File: src/rtl/fetch_stage.sv
// fetch_stage: instruction fetch stage plus IF/ID pipeline register.
// Holds the PC and issues one instruction-memory request at a time over a
// valid/ready link. The response goes into IF/ID, or into a 1-entry skid
// buffer when it lands during a load-use stall. An EX redirect flushes
// IF/ID and the skid buffer, drops any in-flight response, and refetches
// from the new address.
//
// Ports:
//   clk, rst                          clock, synchronous active-high reset
//   stall_i                           hold IF/ID contents (load-use stall)
//   redirect_valid, redirect_pc       taken branch/jump: flush and refetch
//   imem_req_valid/addr/ready         instruction request handshake
//   imem_resp_valid/data              instruction response (1-cycle pulse)
//   if_id_valid/pc/instr              IF/ID pipeline register
//   if_id_rs1/rs2                     source register fields of if_id_instr
module fetch_stage #(
   parameter int unsigned          XLEN      = 32,
   parameter logic [XLEN-1:0]      RESET_PC  = '0,
   parameter logic [31:0]          NOP_INSTR = 32'h0000_0013
) (
   input  logic            clk,
   input  logic            rst,
   input  logic            stall_i,
   input  logic            redirect_valid,
   input  logic [XLEN-1:0] redirect_pc,
   output logic            imem_req_valid,
   output logic [XLEN-1:0] imem_req_addr,
   input  logic            imem_req_ready,
   input  logic            imem_resp_valid,
   input  logic [31:0]     imem_resp_data,
   output logic            if_id_valid,
   output logic [XLEN-1:0] if_id_pc,
   output logic [31:0]     if_id_instr,
   output logic [4:0]      if_id_rs1,
   output logic [4:0]      if_id_rs2
);

   localparam int unsigned ILEN = 32;
   localparam int unsigned SW   = 2;

   localparam logic [SW-1:0] S_REQ  = 2'd0;
   localparam logic [SW-1:0] S_WAIT = 2'd1;
   localparam logic [SW-1:0] S_KILL = 2'd2;

   logic [SW-1:0]   state_q, state_d;
   logic [XLEN-1:0] pc_q, pc_d;
   logic [XLEN-1:0] infl_pc_q, infl_pc_d;
   logic            buf_valid_q, buf_valid_d;
   logic [XLEN-1:0] buf_pc_q, buf_pc_d;
   logic [ILEN-1:0] buf_instr_q, buf_instr_d;
   logic            if_id_valid_d;
   logic [XLEN-1:0] if_id_pc_d;
   logic [ILEN-1:0] if_id_instr_d;

   logic            req_valid_c;
   logic            accept_c;
   logic            deliver_c;

   // A new request needs an idle link, an empty skid buffer and no flush.
   assign req_valid_c    = !rst && (state_q == S_REQ) && !buf_valid_q && !redirect_valid;
   assign accept_c       = req_valid_c && imem_req_ready;
   // Only a response to a live (not killed) request is delivered.
   assign deliver_c      = (state_q == S_WAIT) && imem_resp_valid;

   assign imem_req_valid = req_valid_c;
   assign imem_req_addr  = pc_q;
   assign if_id_rs1      = if_id_instr[19:15];
   assign if_id_rs2      = if_id_instr[24:20];

   // Next-state: fetch FSM, PC, skid buffer and IF/ID update.
   always_comb begin
      state_d       = state_q;
      pc_d          = pc_q;
      infl_pc_d     = infl_pc_q;
      buf_valid_d   = buf_valid_q;
      buf_pc_d      = buf_pc_q;
      buf_instr_d   = buf_instr_q;
      if_id_valid_d = if_id_valid;
      if_id_pc_d    = if_id_pc;
      if_id_instr_d = if_id_instr;

      case (state_q)
         S_REQ: begin
            if (accept_c) begin
               infl_pc_d = pc_q;
               pc_d      = pc_q + XLEN'(4);
               state_d   = S_WAIT;
            end
         end
         S_WAIT: begin
            if (imem_resp_valid) state_d = S_REQ;
         end
         S_KILL: begin
            if (imem_resp_valid) state_d = S_REQ;
         end
         default: state_d = S_REQ;
      endcase

      if (redirect_valid) begin
         // Flush wins over stall; an in-flight request is drained in S_KILL.
         pc_d          = redirect_pc;
         if_id_valid_d = 1'b0;
         if_id_instr_d = NOP_INSTR;
         buf_valid_d   = 1'b0;
         if (state_q == S_WAIT && !imem_resp_valid) state_d = S_KILL;
      end else if (stall_i) begin
         if (deliver_c) begin
            buf_valid_d = 1'b1;
            buf_pc_d    = infl_pc_q;
            buf_instr_d = imem_resp_data;
         end
      end else if (buf_valid_q) begin
         if_id_valid_d = 1'b1;
         if_id_pc_d    = buf_pc_q;
         if_id_instr_d = buf_instr_q;
         buf_valid_d   = 1'b0;
      end else if (deliver_c) begin
         if_id_valid_d = 1'b1;
         if_id_pc_d    = infl_pc_q;
         if_id_instr_d = imem_resp_data;
      end else begin
         if_id_valid_d = 1'b0;
         if_id_instr_d = NOP_INSTR;
      end
   end

   // State register.
   always_ff @(posedge clk) begin
      if (rst) begin
         state_q     <= S_REQ;
         pc_q        <= RESET_PC;
         infl_pc_q   <= '0;
         buf_valid_q <= 1'b0;
         buf_pc_q    <= '0;
         buf_instr_q <= NOP_INSTR;
         if_id_valid <= 1'b0;
         if_id_pc    <= '0;
         if_id_instr <= NOP_INSTR;
      end else begin
         state_q     <= state_d;
         pc_q        <= pc_d;
         infl_pc_q   <= infl_pc_d;
         buf_valid_q <= buf_valid_d;
         buf_pc_q    <= buf_pc_d;
         buf_instr_q <= buf_instr_d;
         if_id_valid <= if_id_valid_d;
         if_id_pc    <= if_id_pc_d;
         if_id_instr <= if_id_instr_d;
      end
   end

endmodule
File: config.mk
export PLATFORM = sky130hd
export DESIGN_NAME = fetch_stage
export DESIGN_NICKNAME = d
export VERILOG_FILES = /design/src/rtl/fetch_stage.sv
export SDC_FILE = /design/constraint.sdc
export NUM_CORES = 1
export LEC_CHECK = 0
export ABC_AREA = 1
export CORE_ASPECT_RATIO = 2
export CORE_MARGIN = 3
export CORE_UTILIZATION = 43
export CTS_CLUSTER_DIAMETER = 120
export DETAILED_ROUTE_END_ITERATION = 7
export PLACE_DENSITY = 0.69
export SLEW_MARGIN = 20
export SYNTH_ARGS = -nofsm -noshare
export SYNTH_HDL_FRONTEND = slang
export SYNTH_SLANG_ARGS = --single-unit
File: constraint.sdc
create_clock -name clk -period 1.85 [get_ports clk]
set_input_delay 0.555 -clock clk [delete_from_list [all_inputs] [get_ports clk]]
set_output_delay 0.555 -clock clk [all_outputs]
set_load 0.01 [all_outputs]
# After elaboration in Yosys (flattened, before gate mapping)

Index checks and enable logic that the tools add are counted.

$add $sub $neg: 1
Multipliers: 0
Div/mod/pow operators: 0
Order comparisons: 0
Equality and inequality tests: 2
Shifts and indexed selects: 0
Multiplexer cells: 14
Bitwise operators: 2
Reduce and logical (&&, ||, !) cells: 21

Operators with widths:

| cell                  | number |
|---|---|
| $mux 32               | 7 |
| $add 32x3->32 const B | 1 |
| $mux 2                | 4 |
| $logic_and 1x1->1     | 6 |
| $reduce_and 3->1      | 2 |
| $reduce_bool 2->1     | 3 |
| $logic_not 1->1       | 4 |
| $pmux 2 s2            | 1 |
| $reduce_and 2->1      | 2 |
| $reduce_or 2->1       | 2 |
| $reduce_or 3->1       | 1 |
| $eq 2x1->1 const B    | 1 |
| $eq 2x2->1 const B    | 1 |
| $logic_not 2->1       | 1 |
| $mux 1                | 2 |
| $not 1->1             | 2 |

Register bits: 196
Latch bits: 0
Bits in writable memories: 0
Bits in read-only memories: 0
Input bits: 70
Logic and storage cells: 49
Memories: 0

# Depth between registers and ports, before layout

Gate-level depths: netlist of run 1.

Word-level depth: 9
Mapped depth: 14
Mapped depth without buffers: 13

# Worst setup path after synthesis of run 1

No wires, ideal clock.

Kind: in2out
Start: input rst
End: output imem_req_valid
Data arrival time: 1.151 ns
Setup slack: 0.144 ns
Stages: 4
Path through: buf_4 -> nor2_8 -> inv_1 -> nor3_1

Word-level cells in the longest chain between the ends: 4

Ends and longest elaborated chain:

| item                           | line | text |
|---|---|---|
| start, declared                | 22   | `input logic rst,` |
| $logic_not 1->1                | 60   | `assign req_valid_c = !rst && (state_q == S_REQ) && !buf_valid_q && !redirect_valid;` |
| $logic_and 1x1->1 (3 in a row) | 60   |  |
| end, declared                  | 26   | `output logic imem_req_valid,` |

No other way between the ends.

# Worst setup path in the final report of run 1

Start: register state_q[1]
End: output imem_req_valid

Word-level cells in the longest chain between the ends: 4

Ends and longest elaborated chain:

| item                           | line | text |
|---|---|---|
| start, declared                | 45   | `logic [SW-1:0] state_q, state_d;` |
| start signal, assigned         | 140  | `state_q <= state_d;` |
| $logic_not 2->1                | 60   |  |
| $logic_and 1x1->1 (3 in a row) | 60   |  |

No other way between the ends.

==> impl.org, run 1 <==
** Outcome
- Result of the run :: finished, final reports clean

** GRT
- For this run, global-route usage on met2 was measured as 0.417.
- For met3 alone, demand over resource in global routing was 0.0482.
- For this run the aggregate overflow at the end of global routing stands at 0.
- Entering global routing, the biggest net connects 73 pins.
- In the global route stage, overall resource usage came out at 0.226.
- Antenna violations before repair :: 0
- In the global route stage, met1 resource usage came out at 0.241.
- Number of global-route vias before repair :: 8053
- Wire length of the first global-routing pass :: 40.5 mm
- met2 is the most crowded layer.

** Cells and area
- NumNets Final :: 1468
- The repair_antennas step left the layout with diodes totalling 0.
- The area growth from synthesis to layout is 32.4%.
- Post-route cell area :: 11500 um2
- Post-Layout Cell Count :: 1669
- Share of cells above drive strength 1 :: 0.118

** STA
- The smallest clock period supported by the final layout is computed as 1.81 ns.
- Measured against its own limit, the worst slew margin works out to 0.592.
- Unrepaired setup endpoints after global routing :: true
- Across all setup checks in the final design, the least slack found is 0.0388 ns.
- Between clock sinks in the finished design, the worst skew comes to 0.00826 ns.
- The final-report max-slew violation count came to 0.
- Upper clock frequency limit :: 552 MHz
- In the finished design, the share of the clock period the worst path needs comes to 0.979.
- For the pin with the worst max-slew slack, the measured transition is 0.612 ns.
- The final hold violation count is 0.
- Setup violators final :: 0

** Place
- Port bufs :: 177
- Final RePlAce weighted congestion :: 0.911
- Detailed placement ended at an HPWL of 17.7 mm.
- Once placement finished, the instance area stood at 11000 um2.
- Timing analysis after detailed placement gives a worst setup slack of -0.689 ns.
- Number of cells in the design after placement :: 1636

** Setup path
- Kind of start point of the critical path :: register
- In this run the number of cells on the critical path is 5.
- Worst Reg-to-Reg Cells :: 10
- Origin of the critical flop-to-flop path :: imem_req_addr[2]
- Buffers and inverters on the worst path :: 3
- Required time at the worst-slack endpoint :: 1.29 ns
- The most critical setup path has its startpoint at state_q[1].
- In this design, the stage delay of the slowest critical-path cell is 0.33 ns.
- Maximum fanout along the worst path :: 2
- Data arrives at the worst endpoint at 1.26 ns.
- The critical path is of the register to output port type.
- In this design, the largest share of critical-path delay is due to flip-flops.
- Crit. End Element :: output port
- Library cell contributing the largest single delay on the critical path :: sky130_fd_sc_hd__dfxtp_2
- Traced cell by cell, the critical path runs through inv_2 > ha_4 > inv_4 > nor3_2 > buf_2.

** Yosys
- In the synthesized netlist the dominant register cell turns out to be sky130_fd_sc_hd__dfxtp_1.
- Dividing the synthesized area by the synthesized cell count gives 7.17 um2.
- Sorting the synthesized cells by how often they occur yields sky130_fd_sc_hd__nand2_1, sky130_fd_sc_hd__dfxtp_1, sky130_fd_sc_hd__o21ai_0.
- For this run, asynchronously set or reset flops after synthesis account for 0.
- Cell area after synthesis :: 8720 um2
- Leading area contributor after synthesis :: sky130_fd_sc_hd__dfxtp_1
- Count of distinct cell types in the synthesized netlist :: 36
- Number of cells produced by synthesis :: 1216
- In the post-synthesis netlist, the cell with the most instances is sky130_fd_sc_hd__nand2_1.
- Top area cells in the synthesized netlist :: sky130_fd_sc_hd__dfxtp_1, sky130_fd_sc_hd__o21ai_0, sky130_fd_sc_hd__nand2_1, sky130_fd_sc_hd__a21oi_1, sky130_fd_sc_hd__nor2_1
- Net count of the mapped netlist :: 1290
- The synthesized design contains 196 register bits.
- Share of synthesized area occupied by flip-flops and latches :: 0.450
- Number of synthesized flops with an enable pin :: 0
- Warnings, synthesis :: 0
- The share of synthesized area in the top cell type comes to 0.450.

** Die
- I/O pin total :: 178
- The region available for standard cell placement spans 19900 um2.
- In this run the core area contains 73 standard-cell rows.
- The die is 107 um wide.
- Die footprint :: 22100 um2
- Die H :: 207 um
- Effective utilization at floorplan :: 0.438

** CTS
- Insertion delay of the later-clocked pin in the worst-skew pair :: 0.44 ns
- Hold repair after CTS inserted 0 buffers.
- The H-tree generated during clock tree synthesis spans 4 levels.
- Counting the buffers created by CTS gives 17.
- Clock sink count :: 196
- TritonCTS built the clock tree.
- Cell chosen for the clock root :: sky130_fd_sc_hd__clkbuf_16
- Buffers from clock root to sink, at most :: 2
- Post-CTS clock slew at the launch and capture registers of the worst setup and hold paths :: 0.07 ns

** Power and ir drop
- For this design the static power due to leakage is 4.86 nW.
- Overall power consumption after layout is estimated at 9.34 mW.
- Max IR drop VDD :: 0.000498 V
- Dividing total power by cell area gives a power density of 809 nW/um2.

** Hold path
- Start point of the worst hold path :: buf_instr_q[24]
- The worst hold path belongs to the class register to register.
- Along the worst hold path, the cell count comes to 2.

** Route
- Residual antenna-violating net count after detailed routing :: 0
- After detailed routing, the number of remaining DRC violations is 0.
- Detailed routing inserted a total of 8563 vias.
- First DRT Iteration DRCs :: 474
- Final routed wirelength across all metal layers :: 24.9 mm
- Average vias per placed instance :: 5.13
- Routed length per placed instance :: 14.9 um
- For this run, the detailed router's first-pass iteration total came to 5.

** Run
- Maximum Capacitance Violations :: 0
repair_timing:
item,in CTS,in global routing
pin swaps,0,2
endpoints found under the setup margin,266,47
buffers inserted,0,1
resized for setup,131,15
registers in the layout (all words and copies together) (netlist names):
name / count
buf_valid_q: 1
imem_req_addr: 32
buf_instr_q: 32
buf_pc_q: 32
state_q: 2
if_id_valid: 1
if_id_instr: 32
infl_pc_q: 32
if_id_pc: 32
final timing paths:
check,endpoint,slack (ns)
setup / recovery,imem_req_valid,0.04
hold / removal,buf_instr_q[24],0.46
setup reg to reg,imem_req_addr[26],0.14
hold reg to reg,buf_instr_q[24],0.46
cell usage in the layout, fill, tap and decap left out, types with 6 or more instances in the layout:
cell | Yosys | layout
sky130_fd_sc_hd__a31oi_1 | 8 | 8
sky130_fd_sc_hd__clkbuf_16 | 0 | 17
sky130_fd_sc_hd__buf_4 | 13 | 62
sky130_fd_sc_hd__a211oi_2 | 9 | 9
sky130_fd_sc_hd__buf_12 | 0 | 8
sky130_fd_sc_hd__dfxtp_2 | 0 | 10
sky130_fd_sc_hd__inv_1 | 99 | 95
sky130_fd_sc_hd__nand3b_1 | 11 | 11
sky130_fd_sc_hd__nor2_4 | 8 | 8
sky130_fd_sc_hd__o21ai_1 | 11 | 12
sky130_fd_sc_hd__a21oi_1 | 136 | 136
sky130_fd_sc_hd__inv_2 | 5 | 6
sky130_fd_sc_hd__dfxtp_1 | 196 | 182
sky130_fd_sc_hd__dlygate4sd2_1 | 0 | 107
sky130_fd_sc_hd__nor2_2 | 9 | 12
sky130_fd_sc_hd__clkdlybuf4s50_1 | 0 | 67
sky130_fd_sc_hd__o21ai_0 | 184 | 183
sky130_fd_sc_hd__nand3_1 | 61 | 61
sky130_fd_sc_hd__nand2_1 | 200 | 200
sky130_fd_sc_hd__nor2_1 | 159 | 156
sky130_fd_sc_hd__nand4_1 | 6 | 6
final cells by class:
type                       count  area (um2)
clock buffer                  18         439
sequential                   196        3950
inverter                     105         400
fill                        1958        8370
tap                          262         328
clock inverter                14         186
multi-input combinational    826        3980
timing repair buffer         248        2260
tightest hold or removal path, cell delays in order, from the launching register on:
cell                      delay, ns
sky130_fd_sc_hd__dfxtp_1       0.31
sky130_fd_sc_hd__nand2_1       0.06
sky130_fd_sc_hd__a21oi_1       0.05
cells by family after synthesis:
logic type / after synthesis / share of synthesized area
adder cells (fa/ha/maj): 4 / 0.00574
AO/OA/AOI/OAI: 354 / 0.214
buffers and inverters: 194 / 0.0973
flip-flops: 196 / 0.450
XOR/XNOR: 4 / 0.00402
AND/OR/NAND/NOR: 464 / 0.229
per-layer routing:
layer / routed length, um / up-vias
met2: 13300 / 268
met5: 0 / -
met1: 9150 / 3913
met3: 1480 / 57
li1: - / 4325
met4: 934 / 0
metrics by stage:
stage                      util  hold slack, ns  TNS, ns
after floorplan               -           0.430        0
after global placement    0.552           0.439   -87.21
after detailed placement  0.552           0.449   -92.82
after CTS                 0.578           0.465   -0.101
after global routing      0.580           0.482  -0.0129
final                     0.580           0.462        0
where the power goes:
part / leakage, nW / switching, mW / internal [mW]
Sequential: 1.60 / 0.0928 / 4.34
Clock: 0.303 / 1.81 / 2.11
Combinational: 2.96 / 0.536 / 0.454
Total: 4.86 / 2.44 / 6.90
No activity file was read; power rests on OpenSTA's default activity.
==> run 2: changes to the inputs <==
--- a/config.mk
+++ b/config.mk
@@ -5,13 +5,13 @@
 export SDC_FILE = /design/constraint.sdc
 export NUM_CORES = 1
 export LEC_CHECK = 0
-export ABC_AREA = 1
+export CAP_MARGIN = 20
 export CORE_ASPECT_RATIO = 2
 export CORE_MARGIN = 3
 export CORE_UTILIZATION = 43
 export CTS_CLUSTER_DIAMETER = 120
 export DETAILED_ROUTE_END_ITERATION = 7
-export PLACE_DENSITY = 0.69
+export PLACE_DENSITY = 0.7
 export SLEW_MARGIN = 20
 export SYNTH_ARGS = -nofsm -noshare
 export SYNTH_HDL_FRONTEND = slang
==> impl.org, run 2 <==
** Route
- The ratio of routed vias to standard cells came to 5.43 (+5.7%).
- Initial DRT Pass Iterations :: 4 (-1)
- The DRC violation count after routing was 0 (unchanged).
- The total via count after detailed routing is 7585 (-11%).
- Residual antenna-violating net count after detailed routing :: 0 (unchanged)
- Routed length per placed instance :: 17.0 um (+14%)
- The DRC violation total after the first TritonRoute iteration came to 367 (-23%).
- The routed wire length was 23.8 mm (-4.5%).

** Setup path
- The setup path with the least slack is of type register to output port.
- Required time at the worst-slack endpoint :: 1.29 ns (about the same)
- Maximum fanout along the worst path :: 5 (+3)
- The worst setup path is launched from a register.
- Arrival time at the worst endpoint :: 1.27 ns (about the same)
- Crit. End Element :: output port

** Place
- The pre-CTS worst setup slack came to -0.602 ns (+0.0872 ns).
- The count of input and output buffers came to 177 (unchanged).
- The placed wire-length estimate was 16.5 mm (-7.2%).
- The number of instances in the placed design is 1357 (-17%).
- Final RePlAce weighted congestion :: 0.881 (-3.3%)

** Yosys
- The count of synthesis-stage warnings from yosys is 0 (unchanged).
- Top-count cell post-synth :: sky130_fd_sc_hd__nand2_1
- The gate count of the mapped netlist is 965 (-21%).
- The synthesized design spends more area on one cell type than any other, namely sky130_fd_sc_hd__dfxtp_1.
- Number of synthesized flops with an enable pin :: 0 (unchanged)
- The cell area after synthesis came to 8120 um2 (-6.8%).
- Mean area per synthesized cell :: 8.41 um2 (+17%)
- The net count after synthesis came to 1039 (-19%).
- The unique cell type count in the Yosys netlist came to 47 (+31%).
- The number of synthesized register bits is 196 (unchanged).
- The area share of the largest cell type after synthesis was 0.483 (+0.0331).
- Synth cell count leaders :: sky130_fd_sc_hd__nand2_1, sky130_fd_sc_hd__dfxtp_1, sky130_fd_sc_hd__a21oi_1
- The proportion of register bits with asynchronous set or reset after synthesis is 0 (unchanged).
- Top area cells in the synthesized netlist :: sky130_fd_sc_hd__dfxtp_1, sky130_fd_sc_hd__nand2_1, sky130_fd_sc_hd__a21oi_1, sky130_fd_sc_hd__mux2i_1, sky130_fd_sc_hd__a211oi_1
- The part of the Yosys area used for sequential elements is 0.483 (+0.0331).
- Top FF cell, synth :: sky130_fd_sc_hd__dfxtp_1

** STA
- The final-report max-slew violation count is 0 (unchanged).
- Slew of the pin with the lowest slew margin :: 0.549 ns (-0.0632 ns)
- Final critical-path setup slack :: 0.0206 ns (-0.0182 ns)
- The largest clock skew in the final design is 0.00957 ns (+0.00131 ns).
- Final min period :: 1.83 ns (+0.0182 ns)
- The final hold violation count is 0 (unchanged).
- Final period utilization :: 0.989 (+0.00983)
- Setup repair after global routing could not meet its margin everywhere.
- Upper clock frequency limit :: 547 MHz (-0.99%)
- The final count of negative-setup-slack endpoints came to 0 (unchanged).
- The remaining max-slew budget at the tightest pin came to 0.634 (+0.0421).

** Power and ir drop
- The power per cell area is 812 nW/um2 (+0.35%).
- The power consumption is 9.18 mW (-1.7%).
- Leakage power :: 4.44 nW (-8.6%)
- The worst ir drop on vdd came to 0.000662 V (+33%).

** Cells and area
- The area occupied by registers was 3950 um2 (about the same).
- NumNets Final :: 1243 (-15%)
- Total area of multi-input combinational cells :: 3930 um2 (-1.3%)
- Leaving out fill and tap cells, the most frequent cell in the layout is sky130_fd_sc_hd__nand2_1.
- Relative to the synthesized area, the layout overhead comes to 39.3%.
- The count of antenna diodes in the layout is 0 (unchanged).
- Share of cells above drive strength 1 :: 0.146 (+0.0275)
- The top cell types in the final layout, fill and taps aside, are sky130_fd_sc_hd__nand2_1, sky130_fd_sc_hd__dfxtp_1, sky130_fd_sc_hd__a21oi_1, sky130_fd_sc_hd__dlygate4sd2_1, sky130_fd_sc_hd__buf_4.
- The number of filler cells placed in the layout was 1644 (-16%).
- Post-Layout Cell Count :: 1398 (-16%)
- Final Core Density :: 0.615 (+0.0352)

** Die
- Core Region :: 18400 um2 (-7.6%)
- I/O pin total :: 178 (unchanged)
- Die H :: 200 um (-3.4%)
- The die width was 103 um (-3.3%).
- Effective utilization at floorplan :: 0.441 (+0.00371)
- The die footprint was 20700 um2 (-6.6%).
- The standard-cell row count came to 70 (-4.1%).

** GRT
- Total congestion overflow after global routing :: 0 (unchanged)
- The first-pass GRT wire length came to 37.3 mm (-8.0%).
- Number of global-route vias before repair :: 7339 (-8.9%)
- The overall routing resource usage came to 0.227 (+0.00152).
- Antenna violations before repair :: 1 (+1)
- The largest net degree at the start of global routing came to 116 (+59%).

** Hold path
- Hold WC Path Type :: input port to register

** CTS
- Insertion delay of the later-clocked pin in the worst-skew pair :: 0.42 ns (-0.02 ns)
- Buffers from clock root to sink, at most :: 2 (unchanged)
- Hold_buf cts :: 0 (unchanged)
- Number of buffers created by CTS :: 17 (unchanged)
- TritonCTS built the clock tree.
- Post-CTS clock slew at the launch and capture registers of the worst setup and hold paths :: 0.06 ns (about the same)
- The number of levels the H-tree was split into is 4 (unchanged).
- Cell chosen for the clock root :: sky130_fd_sc_hd__clkbuf_16
- The CTS sink count is 196 (unchanged).

** Run
- The max-capacitance violation count is 0 (unchanged).

** Outcome
- Result of the run :: finished, final reports clean
==> run 2: changes by cell type in the layout (fill, tap and decap cells not counted), sizes merged, moves of 31 or more <==
cell / previous run / this run
inv: 110 / 8
o21ai: 195 / 3
nor2: 177 / 64
a211oi: 11 / 44
nor3: 3 / 34
nand3: 62 / 10
mux2i: 0 / 39
==> run 2: path summary, 6_finish.rpt <==
path	startpoint	end	slack [ns]	cells after the start
min	rst	state_q[1]	0.44	3
min reg2reg	buf_pc_q[17]	buf_pc_q[17]	0.45	2
max reg2reg	state_q[1]	imem_req_addr[20]	0.04	11
max	state_q[1]	imem_req_valid	0.02	4
==> run 2: worst max-delay path, stage by stage (launching register included) <==
cell and delay (ns):
sky130_fd_sc_hd__dfxtp_2 0.33, sky130_fd_sc_hd__inv_2 0.08, sky130_fd_sc_hd__ha_4 0.15, sky130_fd_sc_hd__and3_4 0.20
sky130_fd_sc_hd__buf_6 0.10
==> run 2: stage by stage <==
| stage | setup TNS, ns | area (um2) | hold WS (ns) |
|---|---|---|---|
| after CTS | -0.0104 | 11100 | 0.418 |
| after floorplan | 0 | 8130 | 0.436 |
| after detailed placement | -77.90 | 10600 | 0.447 |
| after global placement | -75.62 | 10600 | 0.441 |
| after global routing | -0.208 | 11300 | 0.442 |
| final | 0 | 11300 | 0.440 |
==> run 2: cell type report <==
type	count	share of cell area
clock buffer	23	0.0450
clock inverter	9	0.0101
inverter	7	0.00232
multi-input combinational	676	0.347
sequential	196	0.349
tap	216	0.0239
timing repair buffer	271	0.222
==> run 2: routing by layer <==
| layer | global-route usage | part of all wire | up-vias |
|---|---|---|---|
| met5 | 0 | 0.00059 | - |
| met4 | 0.0922 | 0.032 | 2 |
| met3 | 0.0401 | 0.048 | 46 |
| met1 | 0.260 | 0.38 | 3566 |
| li1 | - | - | 3747 |
| met2 | 0.404 | 0.54 | 224 |
==> run 2: kinds of logic after synthesis <==
logic type	after synthesis	synth area share
flops	196	0.483
fa+ha+maj	4	0.00616
buf+inv	93	0.0482
xor+xnor	25	0.0270
simple gates	405	0.230
compound gates	203	0.157
mux	39	0.0481
==> run 2: repair_timing <==
action | CTS | global route
endpoints found under the setup margin | 214 | 46
buffers inserted | 2 | 5
pin swaps | 3 | 7
resized for setup | 142 | 18
cloned | 0 | 2
==> run 2: report_power, final <==
| group | internal (mW) | switching (mW) |
|---|---|---|
| Sequential | 4.32 | 0.0798 |
| Clock | 2.23 | 1.60 |
| Combinational | 0.465 | 0.483 |
| Total | 7.02 | 2.17 |
==> run 3: changes to the inputs <==
--- a/config.mk
+++ b/config.mk
@@ -12,6 +12,7 @@
 export CTS_CLUSTER_DIAMETER = 120
 export DETAILED_ROUTE_END_ITERATION = 7
 export PLACE_DENSITY = 0.7
+export SKIP_CTS_REPAIR_TIMING = 1
 export SLEW_MARGIN = 20
 export SYNTH_ARGS = -nofsm -noshare
 export SYNTH_HDL_FRONTEND = slang
==> impl.org, run 3 (synthesis results as in run 2) <==
** Setup path
- Worst Path Class, Setup :: register to output port
- Walking the worst path, the cells encountered are inv_2 > ha_4 > and3_4 > clkbuf_2.
- Library cell contributing the largest single delay on the critical path :: sky130_fd_sc_hd__dfxtp_2
- The highest fanout seen on the critical path was 4 (-1).
- Top Family by Delay on Critical Path :: flip-flops
- Buffers and inverters on the worst path :: 2 (unchanged)
- Crit. End Element :: output port
- Kind of start point of the critical path :: register
- The signal arrival time at the worst endpoint is 1.30 ns (+0.03 ns).
- The required time at the endpoint of the critical path was 1.29 ns (about the same).
- Delay of the slowest critical-path stage :: 0.33 ns (about the same)

** Die
- Effective utilization at floorplan :: 0.441 (unchanged)
- The die span in y came to 200 um (unchanged).
- The die width was 103 um (unchanged).
- Die footprint :: 20700 um2 (unchanged)
- Core Region :: 18400 um2 (unchanged)
- The boundary pin count is 178 (unchanged).
- The standard-cell row count was 70 (unchanged).

** STA
- Upper clock frequency limit :: 540 MHz (-1.1%)
- Slew of the pin with the lowest slew margin :: 0.571 ns (+0.0229 ns)
- Clk_skew :: 0.00880 ns (-0.000771 ns)
- The final hold violation count came to 0 (unchanged).
- The final setup TNS is -0.000238 ns (-0.000238 ns).
- Final min period :: 1.85 ns (+0.0208 ns)
- Final period utilization :: 1.00 (+0.0113)
- Max-Slew Margin vs Limit :: 0.619 (-0.0153)
- Setup violators final :: 1 (+1)
- The final-report max-slew violation count was 0 (unchanged).
- The final critical-path setup slack was -0.000238 ns (-0.0208 ns).
- Unrepaired setup endpoints after global routing :: true

** Route
- DRC violations left :: 0 (unchanged)
- The detail-routed net length per standard cell came to 17.4 um (+2.1%).
- Average vias per placed instance :: 5.43 (+0.17%)
- Residual antenna-violating net count after detailed routing :: 0 (unchanged)
- The DRC violation total after the first TritonRoute iteration was 367 (unchanged).
- Via count :: 7636 (+0.67%)
- The number of optimization iterations in the first detailed-route pass came to 6 (+2).
- The routed wire length was 24.4 mm (+2.6%).

** CTS
- Clock sink count :: 196 (unchanged)
- The worst-skew pair later-pin latency is 0.42 ns (about the same).
- Number of H-tree levels :: 4 (unchanged)
- TritonCTS clock tree :: yes
- The buffer depth of the longest clock path was 2 (unchanged).
- Number of buffers created by CTS :: 17 (unchanged)
- The tree is rooted in a sky130_fd_sc_hd__clkbuf_16.
- The clock input transition at the sequential cells of the worst setup and hold paths came to 0.06 ns (about the same).

** GRT
- Total global routing track utilization :: 0.227 (-0.000645)
- The via count of the first global-routing pass was 7305 (-0.46%).
- The first-pass GRT wire length is 37.2 mm (-0.30%).
- The initial antenna violation count was 1 (unchanged).
- Total congestion overflow after global routing :: 0 (unchanged)
- The largest net degree at the start of global routing was 116 (unchanged).

** Place
- The last weighted congestion value of the routability-driven placer is 0.881 (unchanged).
- The number of instances in the placed design was 1357 (unchanged).
- The placed wire-length estimate is 16.5 mm (unchanged).
- The count of input and output buffers came to 177 (unchanged).

** Cells and area
- Most common cell after layout, fill and taps aside :: sky130_fd_sc_hd__nand2_1
- NumNets Final :: 1249 (+0.48%)
- Leading cell types in the layout, fill and taps excluded :: sky130_fd_sc_hd__nand2_1, sky130_fd_sc_hd__dfxtp_1, sky130_fd_sc_hd__dlymetal6s2s_1, sky130_fd_sc_hd__a21oi_1, sky130_fd_sc_hd__buf_4
- The number of standard cells in the layout, taps in and fillers out was 1405 (+0.50%).
- The fraction of final layout cells sized beyond drive strength 1 came to 0.150 (+0.00432).
- P&R area growth vs syn :: 44.4%

** Power and ir drop
- Leakage power :: 5.79 nW (+30%)
- The worst ir drop on vdd is 0.000660 V (-0.38%).
- Total power divided by cell area :: 788 nW/um2 (-3.0%)

** Run
- Maximum Capacitance Violations :: 0 (unchanged)

** Hold path
- Hold WC Path Type :: input port to register

** Outcome
- Result of the run :: finished, violations left
- The final reports fail on setup timing.
run 3: cell types whose count changed in the layout (fill, tap and decap cells not counted), sizes merged:
cell           previous run  this run
dlymetal6s2s              1       110
dlygate4sd2             107         0
buf                      95       100
clkbuf                   25        26
clkdlybuf4s15             1         0
clkdlybuf4s50            65        64
diode                     0         1
run 3: cell type report:
type	instances	area (um2)
Antenna cell	1	2.50
Clock buffer	23	509
Clock inverter	9	114
Fill cell	1553	6660
Inverter	7	26.3
Multi-Input combinational cell	676	3900
Sequential cell	196	3950
Tap cell	216	270
Timing Repair Buffer	277	2960
run 3: worst paths after layout:
kind,startpoint,to,slack (ns),cells past startpoint
worst max-delay path,state_q[1],imem_req_valid,-0.0002,4
worst min-delay path,rst,state_q[1],0.44,3
worst max register to register,state_q[1],imem_req_addr[15],-0.0002,7
worst min register to register,buf_pc_q[28],buf_pc_q[28],0.45,2
run 3: metal layers:
| layer | vias to the layer above | global-route usage | wire [um] |
|---|---|---|---|
| met1 | 3600 | 0.258 | 9230 |
| li1 | 3759 | - | - |
| met4 | 2 | 0.0987 | 822 |
| met2 | 228 | 0.400 | 13100 |
| met3 | 47 | 0.0397 | 1230 |
| met5 | - | 0 | 14 |
run 3: worst min-delay path, cell delays in order:
cell and delay, ns:
sky130_fd_sc_hd__buf_4 0.11, sky130_fd_sc_hd__buf_4 0.11, sky130_fd_sc_hd__a21oi_1 0.04
run 3: report_power, final:
| part | total [mW] | switching (mW) | internal (mW) |
|---|---|---|---|
| Combinational | 0.989 | 0.483 | 0.506 |
| Sequential | 4.40 | 0.0802 | 4.32 |
| Clock | 3.85 | 1.62 | 2.23 |
| Total | 9.24 | 2.18 | 7.06 |
run 3: stage by stage:
| step | cell area [um2] | power [mW] | worst slack (ns) | hold slack [ns] | util |
|---|---|---|---|---|---|
| floorplan | 8130 | 4.90 | 0.00558 | 0.436 | - |
| global placement | 10600 | 5.46 | -0.603 | 0.441 | 0.574 |
| detailed placement | 10600 | 5.47 | -0.602 | 0.447 | 0.574 |
| CTS | 11200 | 9.28 | -0.607 | 0.425 | 0.608 |
| global route | 11700 | 9.54 | -0.0469 | 0.438 | 0.638 |
| finish | 11700 | 9.24 | -0.000238 | 0.436 | 0.638 |
